$ cat src/rtl/serial_updown_ctrl_pkg.sv
// Shared definitions for the bit-serial up/down counter controller:
// FSM state encoding and the bit-index width helper.
package serial_updown_ctrl_pkg;

  localparam int unsigned WIDTH_DEF = 8;

  typedef enum logic [1:0] {
    S_IDLE  = 2'd0,
    S_SHIFT = 2'd1,
    S_DONE  = 2'd2
  } state_t;

  // Bit-index width for a given operand width (at least one bit).
  function automatic int unsigned idx_w(input int unsigned w);
    return (w > 1) ? $clog2(w) : 1;
  endfunction

  localparam int unsigned IDX_W = idx_w(WIDTH_DEF);

endpackage

$ cat src/rtl/serial_updown_ctrl_fulladder.sv
// One-bit full adder shared by the serial datapath.
//   a, b, c : addend bits and carry-in
//   s, ca   : sum and carry-out
module fulladder (
  input  logic a,
  input  logic b,
  input  logic c,
  output logic s,
  output logic ca
);

  assign s  = a ^ b ^ c;
  assign ca = (a & b) | (a & c) | (b & c);

endmodule

$ cat src/rtl/serial_updown_ctrl.sv
// Bit-serial up/down counter controller. Streams count and step through a
// single full adder LSB-first over WIDTH cycles, then commits the result.
// Loads bypass the adder and commit on the accepting edge.
//   clk, rst_n           : clock, async active-low reset
//   req_valid/req_ready  : request handshake (ready only in IDLE)
//   req_load/req_up      : load, or add (up) / subtract (down)
//   req_data             : step or load value
//   count, wrap          : committed value and last-op wrap/borrow flag
//   busy, done           : op in flight; one-cycle completion pulse
module serial_updown_ctrl
  import serial_updown_ctrl_pkg::*;
#(
  parameter int unsigned WIDTH = WIDTH_DEF
) (
  input  logic             clk,
  input  logic             rst_n,
  input  logic             req_valid,
  output logic             req_ready,
  input  logic             req_load,
  input  logic             req_up,
  input  logic [WIDTH-1:0] req_data,
  output logic [WIDTH-1:0] count,
  output logic             wrap,
  output logic             busy,
  output logic             done
);

  localparam int unsigned IW = idx_w(WIDTH);

  state_t           state_q, state_d;
  logic [WIDTH-1:0] count_q, count_d;
  logic [WIDTH-1:0] acc_q, acc_d;
  logic [WIDTH-1:0] op_q, op_d;
  logic [IW-1:0]    idx_q, idx_d;
  logic             sub_q, sub_d;
  logic             carry_q, carry_d;
  logic             wrap_q, wrap_d;
  logic             done_q, done_d;
  logic             fa_s, fa_ca;
  logic             last_bit;

  // Subtraction is add of the inverted step with carry-in 1.
  fulladder u_fa (
    .a  (acc_q[0]),
    .b  (op_q[0] ^ sub_q),
    .c  (carry_q),
    .s  (fa_s),
    .ca (fa_ca)
  );

  assign last_bit = (idx_q == IW'(WIDTH - 1));

  // Next-state and datapath update.
  always_comb begin
    state_d = state_q;
    count_d = count_q;
    acc_d   = acc_q;
    op_d    = op_q;
    idx_d   = idx_q;
    sub_d   = sub_q;
    carry_d = carry_q;
    wrap_d  = wrap_q;
    done_d  = 1'b0;

    case (state_q)
      S_IDLE: begin
        if (req_valid) begin
          if (req_load) begin
            count_d = req_data;
            wrap_d  = 1'b0;
            state_d = S_DONE;
          end else begin
            acc_d   = count_q;
            op_d    = req_data;
            sub_d   = ~req_up;
            carry_d = ~req_up;
            idx_d   = '0;
            state_d = S_SHIFT;
          end
        end
      end
      S_SHIFT: begin
        carry_d = fa_ca;
        acc_d   = {fa_s, acc_q[WIDTH-1:1]};
        op_d    = op_q >> 1;
        idx_d   = idx_q + IW'(1);
        if (last_bit) begin
          count_d = {fa_s, acc_q[WIDTH-1:1]};
          // Down: no carry-out of the complemented add means a borrow.
          wrap_d  = sub_q ? ~fa_ca : fa_ca;
          state_d = S_DONE;
        end
      end
      S_DONE: begin
        state_d = S_IDLE;
      end
      default: begin
        state_d = S_IDLE;
      end
    endcase

    done_d = (state_d == S_DONE);
  end

  // State and datapath registers.
  always_ff @(posedge clk or negedge rst_n) begin
    if (!rst_n) begin
      state_q <= S_IDLE;
      count_q <= '0;
      acc_q   <= '0;
      op_q    <= '0;
      idx_q   <= '0;
      sub_q   <= 1'b0;
      carry_q <= 1'b0;
      wrap_q  <= 1'b0;
      done_q  <= 1'b0;
    end else begin
      state_q <= state_d;
      count_q <= count_d;
      acc_q   <= acc_d;
      op_q    <= op_d;
      idx_q   <= idx_d;
      sub_q   <= sub_d;
      carry_q <= carry_d;
      wrap_q  <= wrap_d;
      done_q  <= done_d;
    end
  end

  assign req_ready = (state_q == S_IDLE);
  assign busy      = (state_q != S_IDLE);
  assign count     = count_q;
  assign wrap      = wrap_q;
  assign done      = done_q;

endmodule

$ cat config.mk
export PLATFORM = sky130hd
export DESIGN_NAME = serial_updown_ctrl
export DESIGN_NICKNAME = d
export VERILOG_FILES = /design/src/rtl/serial_updown_ctrl_pkg.sv /design/src/rtl/serial_updown_ctrl_fulladder.sv /design/src/rtl/serial_updown_ctrl.sv
export SDC_FILE = /design/constraint.sdc
export NUM_CORES = 1
export LEC_CHECK = 0
export ABC_CLOCK_PERIOD_IN_PS = 3400
export BUFFER_PORTS_ARGS = -buffer_cell sky130_fd_sc_hd__buf_4
export CAP_MARGIN = 20
export CORE_MARGIN = 5
export CORE_UTILIZATION = 59
export CTS_CLUSTER_DIAMETER = 40
export DETAILED_ROUTE_END_ITERATION = 8
export GPL_ROUTABILITY_DRIVEN = 0
export GPL_TIMING_DRIVEN = 0
export PLACE_DENSITY = 0.94
export SLEW_MARGIN = 5
export SYNTH_ARGS = -nofsm -noshare
export SYNTH_HDL_FRONTEND = slang
export SYNTH_HIERARCHICAL = 1
export SYNTH_SLANG_ARGS = --single-unit
$ cat constraint.sdc
create_clock -name clk -period 3.4 [get_ports clk]
set_clock_uncertainty 0.1 [all_clocks]
set_input_delay 0.68 -clock clk [delete_from_list [all_inputs] [get_ports clk]]
set_output_delay 0.68 -clock clk [all_outputs]
set_load 0.005 [all_outputs]
Word level (Yosys, flattened, before mapping)
Index checks and enable logic that the tools add are counted.

Input bits: 13. Output and inout port bits: 12. Flip-flop bits (word level): 33. Logic and storage cells: 59.

$add $sub $neg: 1. Equal/unequal tests: 7. Bitwise operators: 11. Multiplexer cells: 25. Reduce and logical (&&, ||, !) cells: 6.

Operator list (number): 8-bit two-way mux (7); 8-bit one-hot mux with 2 select lines (3); 1-bit two-way mux (6); 2-bit two-way mux (3); 3-bit two-way mux (2); 2-bit inequality test (second input constant) (3); 3-bit one-hot mux with 2 select lines (1); 3-bit AND reduction (2); 1-bit one-hot mux with 2 select lines (2); 2-bit one-hot mux with 2 select lines (1); 4-bit AND reduction (1); 2-bit nonzero test (2); 3-bit by 1-bit adder with 3-bit output (second input constant) (1); 1-bit AND (3); 3-bit == test (second input constant) (1); 1-bit inverter (3); 1-bit bitwise XOR (3); 2-bit by 1-bit == test with 1-bit output (second input constant) (1); 2-bit == test (second input constant) (1); 2-bit zero test (1); 2-bit by 1-bit inequality test with 1-bit output (second input constant) (1); 1-bit bitwise OR (2).

Depth between registers and ports, before layout
Gate-level depths: netlist (run 1).

Word-level depth: 8. Gate-level depth with buffers: 6. Depth with buffers taken out: 5.

Cells and area by module
Netlist (run 1), hierarchy kept.

Modules (own cells, without submodules): serial_updown_ctrl (area each 1567.8 um^2, cells an instance 123, sequential area each 825.8 um^2, instances 1); fulladder (area each 20.0 um^2, cells an instance 1, sequential area each 0.0 um^2, instances 1).

Worst setup path before layout (run 1)
Ideal clock, no wire load.

Path kind: flip-flop to flip-flop. Start point: reg sub_q. End point: reg count_q[7], in the netlist count[7]. Stages on the path, launching flop included: 5. Setup time: 0.125 ns. Required time: 3.175 ns. Setup slack: 1.660 ns. Buffers on the path: 0. Period minus slack after synthesis: 1.740 ns. Arrival time: 1.515 ns. Path through: dfrtp_1 xor2_1 fa_1 mux2_2 mux2_2.

Longest elaborated chain between the ends: 5.

RTL lines: start, declared (line serial_updown_ctrl.sv:35) `logic sub_q, sub_d;`; start signal, assigned (line serial_updown_ctrl.sv:123) `sub_q <= sub_d;`; 1-bit bitwise XOR (line serial_updown_ctrl.sv:45) `.b (op_q[0] ^ sub_q),`; 1-bit bitwise XOR (2 in series) (line serial_updown_ctrl_fulladder.sv:12) `assign s = a ^ b ^ c;`; via fa_s (line serial_updown_ctrl.sv:39) `logic fa_s, fa_ca;`; 8-bit two-way mux (line serial_updown_ctrl.sv:87) `if (last_bit) begin`; 8-bit one-hot mux with 2 select lines (line serial_updown_ctrl.sv:65) `case (state_q)`; end signal, assigned (line serial_updown_ctrl.sv:119) `count_q <= count_d;`; end, declared (line serial_updown_ctrl.sv:31) `logic [WIDTH-1:0] count_q, count_d;`.

The timed path passes the listed nets, and every way through them passes these cells. The select of a mux whose other input is x is not followed. A chain may end at the register's enable or synchronous reset.

Worst setup path in the final report (run 1)
Start point: reg state_q[1]. End point: out req_ready.

Longest elaborated chain between the ends: 1.

RTL lines: start, declared (line serial_updown_ctrl.sv:30) `state_t state_q, state_d;`; start signal, assigned (line serial_updown_ctrl.sv:118) `state_q <= state_d;`; 2-bit zero test (line serial_updown_ctrl.sv:130) `assign req_ready = (state_q == S_IDLE);`; end, declared (line serial_updown_ctrl.sv:18) `output logic req_ready,`.

No other way between the ends.

==> impl_metrics.json, run 1 <==
{
  "status": "complete, no violations",
  "drt_iter0_markers": 39,
  "start_util": 0.629,
  "fp.coreArea_mm2": 0.00252,
  "worstSetupPathType": "reg2out",
  "fp.dieH_um": 61.9,
  "clock-sinks": 33,
  "cts_htree_levels": 2,
  "grt_overflow": 0,
  "layout.nets": 171,
  "cts-root-buf": "clkbuf_4",
  "layout_common_cells": "dfrtp_1, buf_4, mux2_2",
  "drc": 0,
  "cts_buffers": 5,
  "antenna_found_initial": 0,
  "syn_nets": 140,
  "synth_area_leader_cell": "dfrtp_1",
  "viasPerCell": 5.86,
  "yosysUniqueCellTypes": 29,
  "syn_area_per_cell_um2": 12.8,
  "required_ns": 2.62,
  "setup_viol": 0,
  "ys_seq_elements": 33,
  "final_hold_viol_count": 0,
  "place_ws_ns": 1.38,
  "cts_hold_buffers": 0,
  "crit_arrival_ns": 1.31,
  "hold_path.class": "in2async",
  "relSlewSlack": 0.596,
  "period_share": 0.616,
  "fillCellCount": 169,
  "period_minus_slack_ns": 2.09,
  "r2r_cells": 5,
  "vias": 1084,
  "ctsResizeCount": 0,
  "final.setup.worst_slack_ns": 1.31,
  "layout-drive-gt1-share": 0.419,
  "clockBufferDepth": 2,
  "met1_length_um": 1400,
  "yosysWarnings": 6,
  "die_area_mm2": 0.00383,
  "ant_nets": 0,
  "num_antenna_cells": 0,
  "slew_violations": 0,
  "grt_pass1_vias": 1177,
  "netlist_area_mm2": 0.00159,
  "postCtsSetupBuffers": 0,
  "area_growth_pct": 17.2,
  "std_cell_rows": 18,
  "clk_latency_ns": 0.33,
  "irDropWorstVdd_mv": 0.764,
  "finalSetupTns_ns": 0,
  "dr_wl_met2_um": 1640,
  "ios": 25,
  "track_usage": 0.214,
  "synth_area_leaders": "dfrtp_1, mux2_2, a221o_1",
  "portBuffers": 24,
  "p_per_area_mw_per_mm2": 942,
  "worstPathMaxFanout": 9,
  "maxCapViolations": 0,
  "ys_seq_area_frac": 0.520,
  "critPathLaunchType": "flip-flop",
  "rsz0062_at_grt": "false",
  "dp_hpwl_um": 2240,
  "wl_met3_um": 223,
  "rr_endpoint": "count[6]",
  "die_width_um": 61.9,
  "netlist_instances": 124,
  "leakage_uw": 0.000872,
  "layout_commonest_cell": "dfrtp_1",
  "multi_input_comb_area_um2": 666,
  "firstDrtPassIters": 4,
  "fmax_mhz": 477,
  "grt_first_pass_wirelength_um": 5710,
  "netlist.area_leader.share": 0.520,
  "maxUsedRoutingLayer": "met4",
  "worstSetupEndpointType": "primary output",
  "tritoncts": "done",
  "clk_pin_slew_worst_paths_ns": 0.09,
  "final-seq-area_um2": 826,
  "wl_per_cell_um": 17.9,
  "r2r_start": "idx_q[0]",
  "tightestPinTransition_ns": 0.603,
  "routed_wl_um": 3310,
  "grt_max_degree": 34,
  "final_util": 0.738,
  "r2r_setup_slack_ns": 1.57
}
report_power, final:
| group | switching, uW | total (uW) | leakage, uW | internal (uW) |
|---|---|---|---|---|
| registers | 117 | 688 | 0.000411 | 571 |
| logic | 375 | 842 | 0.000429 | 467 |
| clock network | 126 | 223 | 0.0000314 | 97.5 |
| total | 618 | 1750 | 0.000872 | 1140 |
worst max path at each step:
stage | end | depth (start not counted) | startpoint | slack [ns]
finish | req_ready | 4 | state_q[1] | 1.31
global route | req_ready | 4 | state_q[1] | 1.22
CTS | req_ready | 4 | state_q[1] | 1.29
detailed placement | acc_q[6] | 5 | req_load | 1.38
global placement | acc_q[7] | 5 | req_load | 1.45
floorplan | count[7] | 4 | sub_q | 1.66
sequential cells by signal (all words and copies together), names as in the netlist:
signal / count
count: 8
state_q: 2
acc_q: 8
done: 1
idx_q: 3
sub_q: 1
wrap: 1
op_q: 8
carry_q: 1
worst max-delay path, stage by stage (launching register included):
cell     delay [ns]
dfrtp_1        0.39
buf_6          0.14
or2_2          0.30
inv_1          0.06
buf_4          0.10
through the flow:
step | hold slack [ns] | total power (uW) | std cells | instance area (um^2)
2_1_floorplan | 0.284 | 1250 | 124 | 1590
4_1_cts | 0.175 | 1770 | 185 | 1860
3_5_place_dp | 0.373 | 1530 | 178 | 1810
5_1_grt | 0.173 | 1900 | 185 | 1860
3_3_place_gp | 0.359 | 1490 | 178 | 1810
6_report | 0.169 | 1750 | 185 | 1860
logic make-up (layout without fill, tap and decap cells):
logic type | after synthesis | after routing | synth area share
buffers and inverters | 16 | 47 | 0.0607
flip-flops | 33 | 33 | 0.520
multiplexers | 20 | 20 | 0.142
AO/OA/AOI/OAI | 33 | 33 | 0.161
XOR/XNOR | 2 | 2 | 0.0110
AND/OR/NAND/NOR | 17 | 17 | 0.0772
adder cells (fa/ha/maj) | 3 | 3 | 0.0284
synth_stat cells:
library cell and count:
a21oi_1 2, a21oi_2 1, a21oi_4 1, a221o_1 6
a22o_1 3, a22oi_1 8, buf_2 2, buf_4 1
buf_6 4, dfrtp_1 33, fa_1 1, ha_1 2
inv_1 9, mux2_2 20, nand2_1 1, nand3b_1 1
nand3b_4 1, nor2_1 9, nor2b_1 1, nor2b_4 1
nor4b_4 1, o21ai_0 9, o21ba_2 1, o21bai_1 1
o21bai_2 1, or2_2 1, or2b_1 1, xnor2_1 1
xor2_1 1
final cells by class:
| type | instances | area share |
|---|---|---|
| inverters | 9 | 0.0182 |
| repair buffers | 24 | 0.0968 |
| multi-input cells | 75 | 0.358 |
| plain buffers | 7 | 0.0336 |
| flip-flops and latches | 33 | 0.444 |
| clock buffers | 7 | 0.0296 |
| well taps | 30 | 0.0202 |
metal layers:
metal / vias up / track usage
met3: 5 / 0.0723
li1: 507 / -
met5: - / 0
met4: 0 / 0.0636
met2: 38 / 0.347
met1: 534 / 0.273
Note: power is estimated with default switching activity, not from simulation.
==> inputs of run 2 (changes only) <==
Settings changed: ABC_CLOCK_PERIOD_IN_PS 3400 to 2130, CORE_UTILIZATION 59 to 55, PLACE_DENSITY 0.94 to 0.89.
Clock period 3.4 ns to 2.13 ns, I/O delays scaled along.
==> run 2 against run 1 <==
Compared with the run above:
- hold slack worse by 0.015 ns
- global-route usage fell by 3.0 points
- die area grew 6.1%
- cell area is 0.40% higher
- first-iteration DRC count increased by 85%
- critical path depth unchanged
- flip-flop and latch count is the same
- wire length grew 0.94%
- via count rose by 4.2%
- clock-buffer cell count fell by 1
- combinational power is 62% higher
- critical path type is now reg2reg
- largest power group unchanged
==> impl_metrics.json, run 2 (synthesized netlist as in run 1, its figures left out) <==
{
  "crit_arrival_ns": 2.04,
  "firstDrtPassIters": 4,
  "routed_wl_um": 3340,
  "required_ns": 2.26,
  "maxCapViolations": 0,
  "final_cells": 188,
  "dp_hpwl_um": 2350,
  "p_per_area_mw_per_mm2": 1500,
  "clk_latency_ns": 0.33,
  "wl_met3_um": 196,
  "r2r_setup_slack_ns": 0.22,
  "layout-drive-gt1-share": 0.420,
  "setup.worst_path.end": "acc_q[7]",
  "tritoncts": "done",
  "cts_buffers": 5,
  "cts_htree_levels": 2,
  "cts-root-buf": "clkbuf_4",
  "portBuffers": 24,
  "slew_violations": 0,
  "num_antenna_cells": 0,
  "die_area_mm2": 0.00406,
  "worstPathMaxFanout": 2,
  "rr_endpoint": "acc_q[7]",
  "area_growth_pct": 17.7,
  "wl_per_cell_um": 17.8,
  "period_share": 0.896,
  "fp.dieH_um": 63.7,
  "critPathLaunchType": "flip-flop",
  "period_minus_slack_ns": 1.91,
  "fp.coreArea_mm2": 0.00276,
  "clockBufferDepth": 2,
  "std_cell_rows": 19,
  "relSlewSlack": 0.624,
  "dpl.cell_count": 179,
  "grt_first_pass_wirelength_um": 5950,
  "ios": 25,
  "tightestPinTransition_ns": 0.561,
  "layout_commonest_cell": "dfrtp_1",
  "met1_length_um": 1380,
  "setup_viol": 0,
  "final_hold_viol_count": 0,
  "layout.nets": 172,
  "r2r_cells": 4,
  "track_usage": 0.183,
  "crit_start": "op_q[0]",
  "hold_path.class": "in2reg",
  "layout_common_cells": "dfrtp_1, buf_4, mux2_2",
  "leakage_uw": 0.000876,
  "clk_pin_slew_worst_paths_ns": 0.10,
  "maxUsedRoutingLayer": "met4",
  "clock-sinks": 33,
  "drc": 0,
  "dr_wl_met2_um": 1680,
  "grt_max_degree": 34,
  "viasPerCell": 6.01,
  "start_util": 0.576,
  "antenna_found_initial": 0,
  "drt_iter0_markers": 72,
  "finalSetupTns_ns": 0,
  "grt_overflow": 0,
  "irDropWorstVdd_mv": 1.09,
  "ant_nets": 0,
  "vias": 1129,
  "status": "complete, no violations",
  "rsz0062_at_grt": "false",
  "r2r_start": "op_q[0]",
  "worstSetupEndpointType": "flip-flop",
  "fmax_mhz": 524,
  "worstSetupPathType": "reg2reg",
  "die_width_um": 63.7,
  "grt_pass1_vias": 1300,
  "fillCellCount": 212
}
==> run 2: per-stage QoR <==
stage / setup WS (ns) / utilization / instance area, um^2 / hold slack [ns] / total power (uW)
after floorplan: 0.390 / - / 1590 / 0.0304 / 2000
after global placement: 0.343 / 0.655 / 1810 / 0.283 / 2370
after detailed placement: 0.259 / 0.655 / 1810 / 0.290 / 2460
after CTS: 0.232 / 0.677 / 1870 / 0.148 / 2810
after global routing: 0.159 / 0.677 / 1870 / 0.152 / 3000
final: 0.221 / 0.677 / 1870 / 0.154 / 2790
==> run 2: power by group <==
part	internal, uW	leakage (uW)	total (uW)	switching (uW)
logic	751	0.000433	1360	607
clock network	126	0.0000320	336	211
registers	910	0.000411	1100	189
==> run 2: area by class of cell <==
class | instances | area (um^2) | share of cell area
clock inverter | 2 | 10.0 | 0.00536
sequential | 33 | 826 | 0.442
buffer | 7 | 62.6 | 0.0335
timing repair buffer | 25 | 190 | 0.102
inverter | 9 | 33.8 | 0.0181
tap | 31 | 38.8 | 0.0208
clock buffer | 6 | 41.3 | 0.0221
multi-input combinational | 75 | 666 | 0.356
==> run 2: worst min-delay path by stage <==
stage	from	endpoint	slack (ns)	depth (start not counted)
final	req_up	sub_q	0.15	2
after global routing	req_up	sub_q	0.15	2
after CTS	req_up	sub_q	0.15	2
after detailed placement	rst_n	state_q[1]	0.29	1
after global placement	rst_n	done	0.28	1
after floorplan	rst_n	acc_q[0]	0.03	0
==> run 2: routing by layer <==
| layer | vias up | track usage |
|---|---|---|
| li1 | 514 | - |
| met1 | 569 | 0.219 |
| met2 | 36 | 0.310 |
| met3 | 10 | 0.0508 |
| met4 | 0 | 0.0805 |
| met5 | - | 0 |
==> run 2: critical path: stages, from the launching register on <==
cell and delay (ns):
dfrtp_1 0.42, xor2_1 0.25, fa_1 0.49, mux2_2 0.29
mux2_2 0.26
==> run 2: what timing repair did <==
item                                   in CTS  in global routing
endpoints found under the hold margin      33                  0
buffers inserted                            0                  0
hold buffers                                1                  0
resized for setup                           0                  0
==> inputs of run 3 (changes only) <==
==> constraint.sdc (replaced) <==
create_clock -name clk -period 2.13 [get_ports clk]
set_clock_uncertainty 0.1 [all_clocks]
set_input_delay 0.1065 -clock clk [delete_from_list [all_inputs] [get_ports clk]]
set_output_delay 0.1065 -clock clk [all_outputs]
set_load 0.005 [all_outputs]
==> run 3 against run 2 <==
Compared with the run above:
- clock-buffer cell count unchanged
- maximum frequency down 0.22%
- setup slack lost 0.0041 ns
- utilization rose by 4.0 points
- via count rose by 3.7%
- flip-flop and latch count is the same
==> impl_metrics.json, run 3 (synthesized netlist as in run 1, its figures left out) <==
{
  "worstSetupPathType": "reg2reg",
  "num_antenna_cells": 0,
  "final.setup.worst_slack_ns": 0.217,
  "rr_endpoint": "acc_q[7]",
  "period_share": 0.898,
  "ios": 25,
  "layout_commonest_cell": "dfrtp_1",
  "clk_pin_slew_worst_paths_ns": 0.11,
  "fp.dieH_um": 63.7,
  "status": "complete, no violations",
  "portBuffers": 24,
  "p_per_area_mw_per_mm2": 1430,
  "crit_arrival_ns": 2.04,
  "leakage_uw": 0.000920,
  "vias": 1171,
  "final_util": 0.717,
  "hold_path.class": "in2reg",
  "track_usage": 0.192,
  "die_area_mm2": 0.00406,
  "multi_input_comb_area_um2": 666,
  "area_growth_pct": 24.6,
  "period_minus_slack_ns": 1.91,
  "start_util": 0.576,
  "std_cell_rows": 19,
  "grt_max_degree": 34,
  "worstPathMaxFanout": 2,
  "fp.coreArea_mm2": 0.00276,
  "cts_buffers": 5,
  "rsz0062_at_grt": "false",
  "crit_chain": "xor2_1, fa_1, mux2_2, mux2_2",
  "place_ws_ns": 0.259,
  "layout-drive-gt1-share": 0.393,
  "grt_overflow": 0,
  "grt_pass1_vias": 1330,
  "whs_ns": 0.0710,
  "fillCellCount": 203,
  "maxCapViolations": 0,
  "crit_start": "op_q[0]",
  "required_ns": 2.26,
  "fmax_mhz": 523,
  "grt_first_pass_wirelength_um": 6200,
  "worstSetupEndpointType": "flip-flop",
  "dp_hpwl_um": 2350,
  "wl_per_cell_um": 17.5,
  "clk_latency_ns": 0.33,
  "slew_violations": 0,
  "dpl.cell_count": 179,
  "cpPeakStageDelay_ns": 0.49,
  "r2r_cells": 4,
  "final_cells": 199,
  "layout_common_cells": "dfrtp_1, buf_4, mux2_2, dlygate4sd3_1",
  "clockBufferDepth": 2,
  "tightestPinTransition_ns": 0.555,
  "crit_slowest_cell": "fa_1",
  "irDropWorstVdd_mv": 1.09,
  "finalSetupTns_ns": 0,
  "relSlewSlack": 0.628,
  "drt_iter0_markers": 62,
  "drc": 0,
  "setup_viol": 0,
  "cp_common_cell": "mux2_2",
  "cts-root-buf": "clkbuf_4",
  "firstDrtPassIters": 4,
  "ant_nets": 0,
  "final-seq-area_um2": 826,
  "setup.worst_path.end": "acc_q[7]",
  "antenna_found_initial": 0,
  "r2r_start": "op_q[0]",
  "final_hold_viol_count": 0,
  "cts_htree_levels": 2,
  "viasPerCell": 5.88,
  "routed_wl_um": 3480,
  "r2r_setup_slack_ns": 0.22,
  "layout.nets": 183,
  "clock-sinks": 33,
  "critPathLaunchType": "flip-flop",
  "die_width_um": 63.7,
  "tritoncts": "done"
}
==> run 3: changes by cell type in the layout (fill, tap and decap cells not counted) <==
cell           change
dlygate4sd3_1     +11
==> run 3: cell type report <==
| cell class | count | share of cell area |
|---|---|---|
| Multi-Input combinational cell | 75 | 0.336 |
| Timing Repair Buffer | 36 | 0.152 |
| Buffer | 7 | 0.0316 |
| Inverter | 9 | 0.0171 |
| Sequential cell | 33 | 0.417 |
| Clock buffer | 6 | 0.0209 |
| Clock inverter | 2 | 0.00506 |
| Tap cell | 31 | 0.0196 |
==> run 3: how the worst min path moves through the flow <==
stage,from,end,cells past startpoint
2_1_floorplan,rst_n,acc_q[0],0
3_3_place_gp,rst_n,done,1
3_5_place_dp,rst_n,state_q[1],1
4_1_cts,req_load,state_q[1],3
5_1_grt,req_load,state_q[1],3
6_report,req_load,state_q[1],3
==> run 3: repair_timing <==
action	in CTS	in global routing
gates resized for setup	0	0
endpoints found under the hold margin	43	0
setup buffers	0	0
hold buffers	12	0
==> run 3: per-layer routing <==
| layer | vias up | track usage | share of wire |
|---|---|---|---|
| met5 | - | 0 | 0 |
| met4 | 0 | 0.0831 | 0.030 |
| met3 | 13 | 0.0525 | 0.055 |
| met2 | 39 | 0.322 | 0.51 |
| met1 | 586 | 0.230 | 0.41 |
| li1 | 533 | - | - |
==> run 3: worst max-delay path: cells and delay by family, from the launching register on <==
kind,cells,cell delay [ns]
mux,2,0.55
xor+xnor,1,0.25
flops,1,0.42
fa+ha+maj,1,0.49
==> run 3: stage by stage <==
stage	total power, uW	cell area (um^2)
floorplan	2000	1590
global placement	2370	1810
detailed placement	2460	1810
CTS	2830	1980
global route	3030	1980
finish	2820	1980
==> run 3: power by group <==
group          switching, uW  total, uW  internal [uW]
registers                191       1100            911
clock network            209        335            126
logic                    616       1380            767
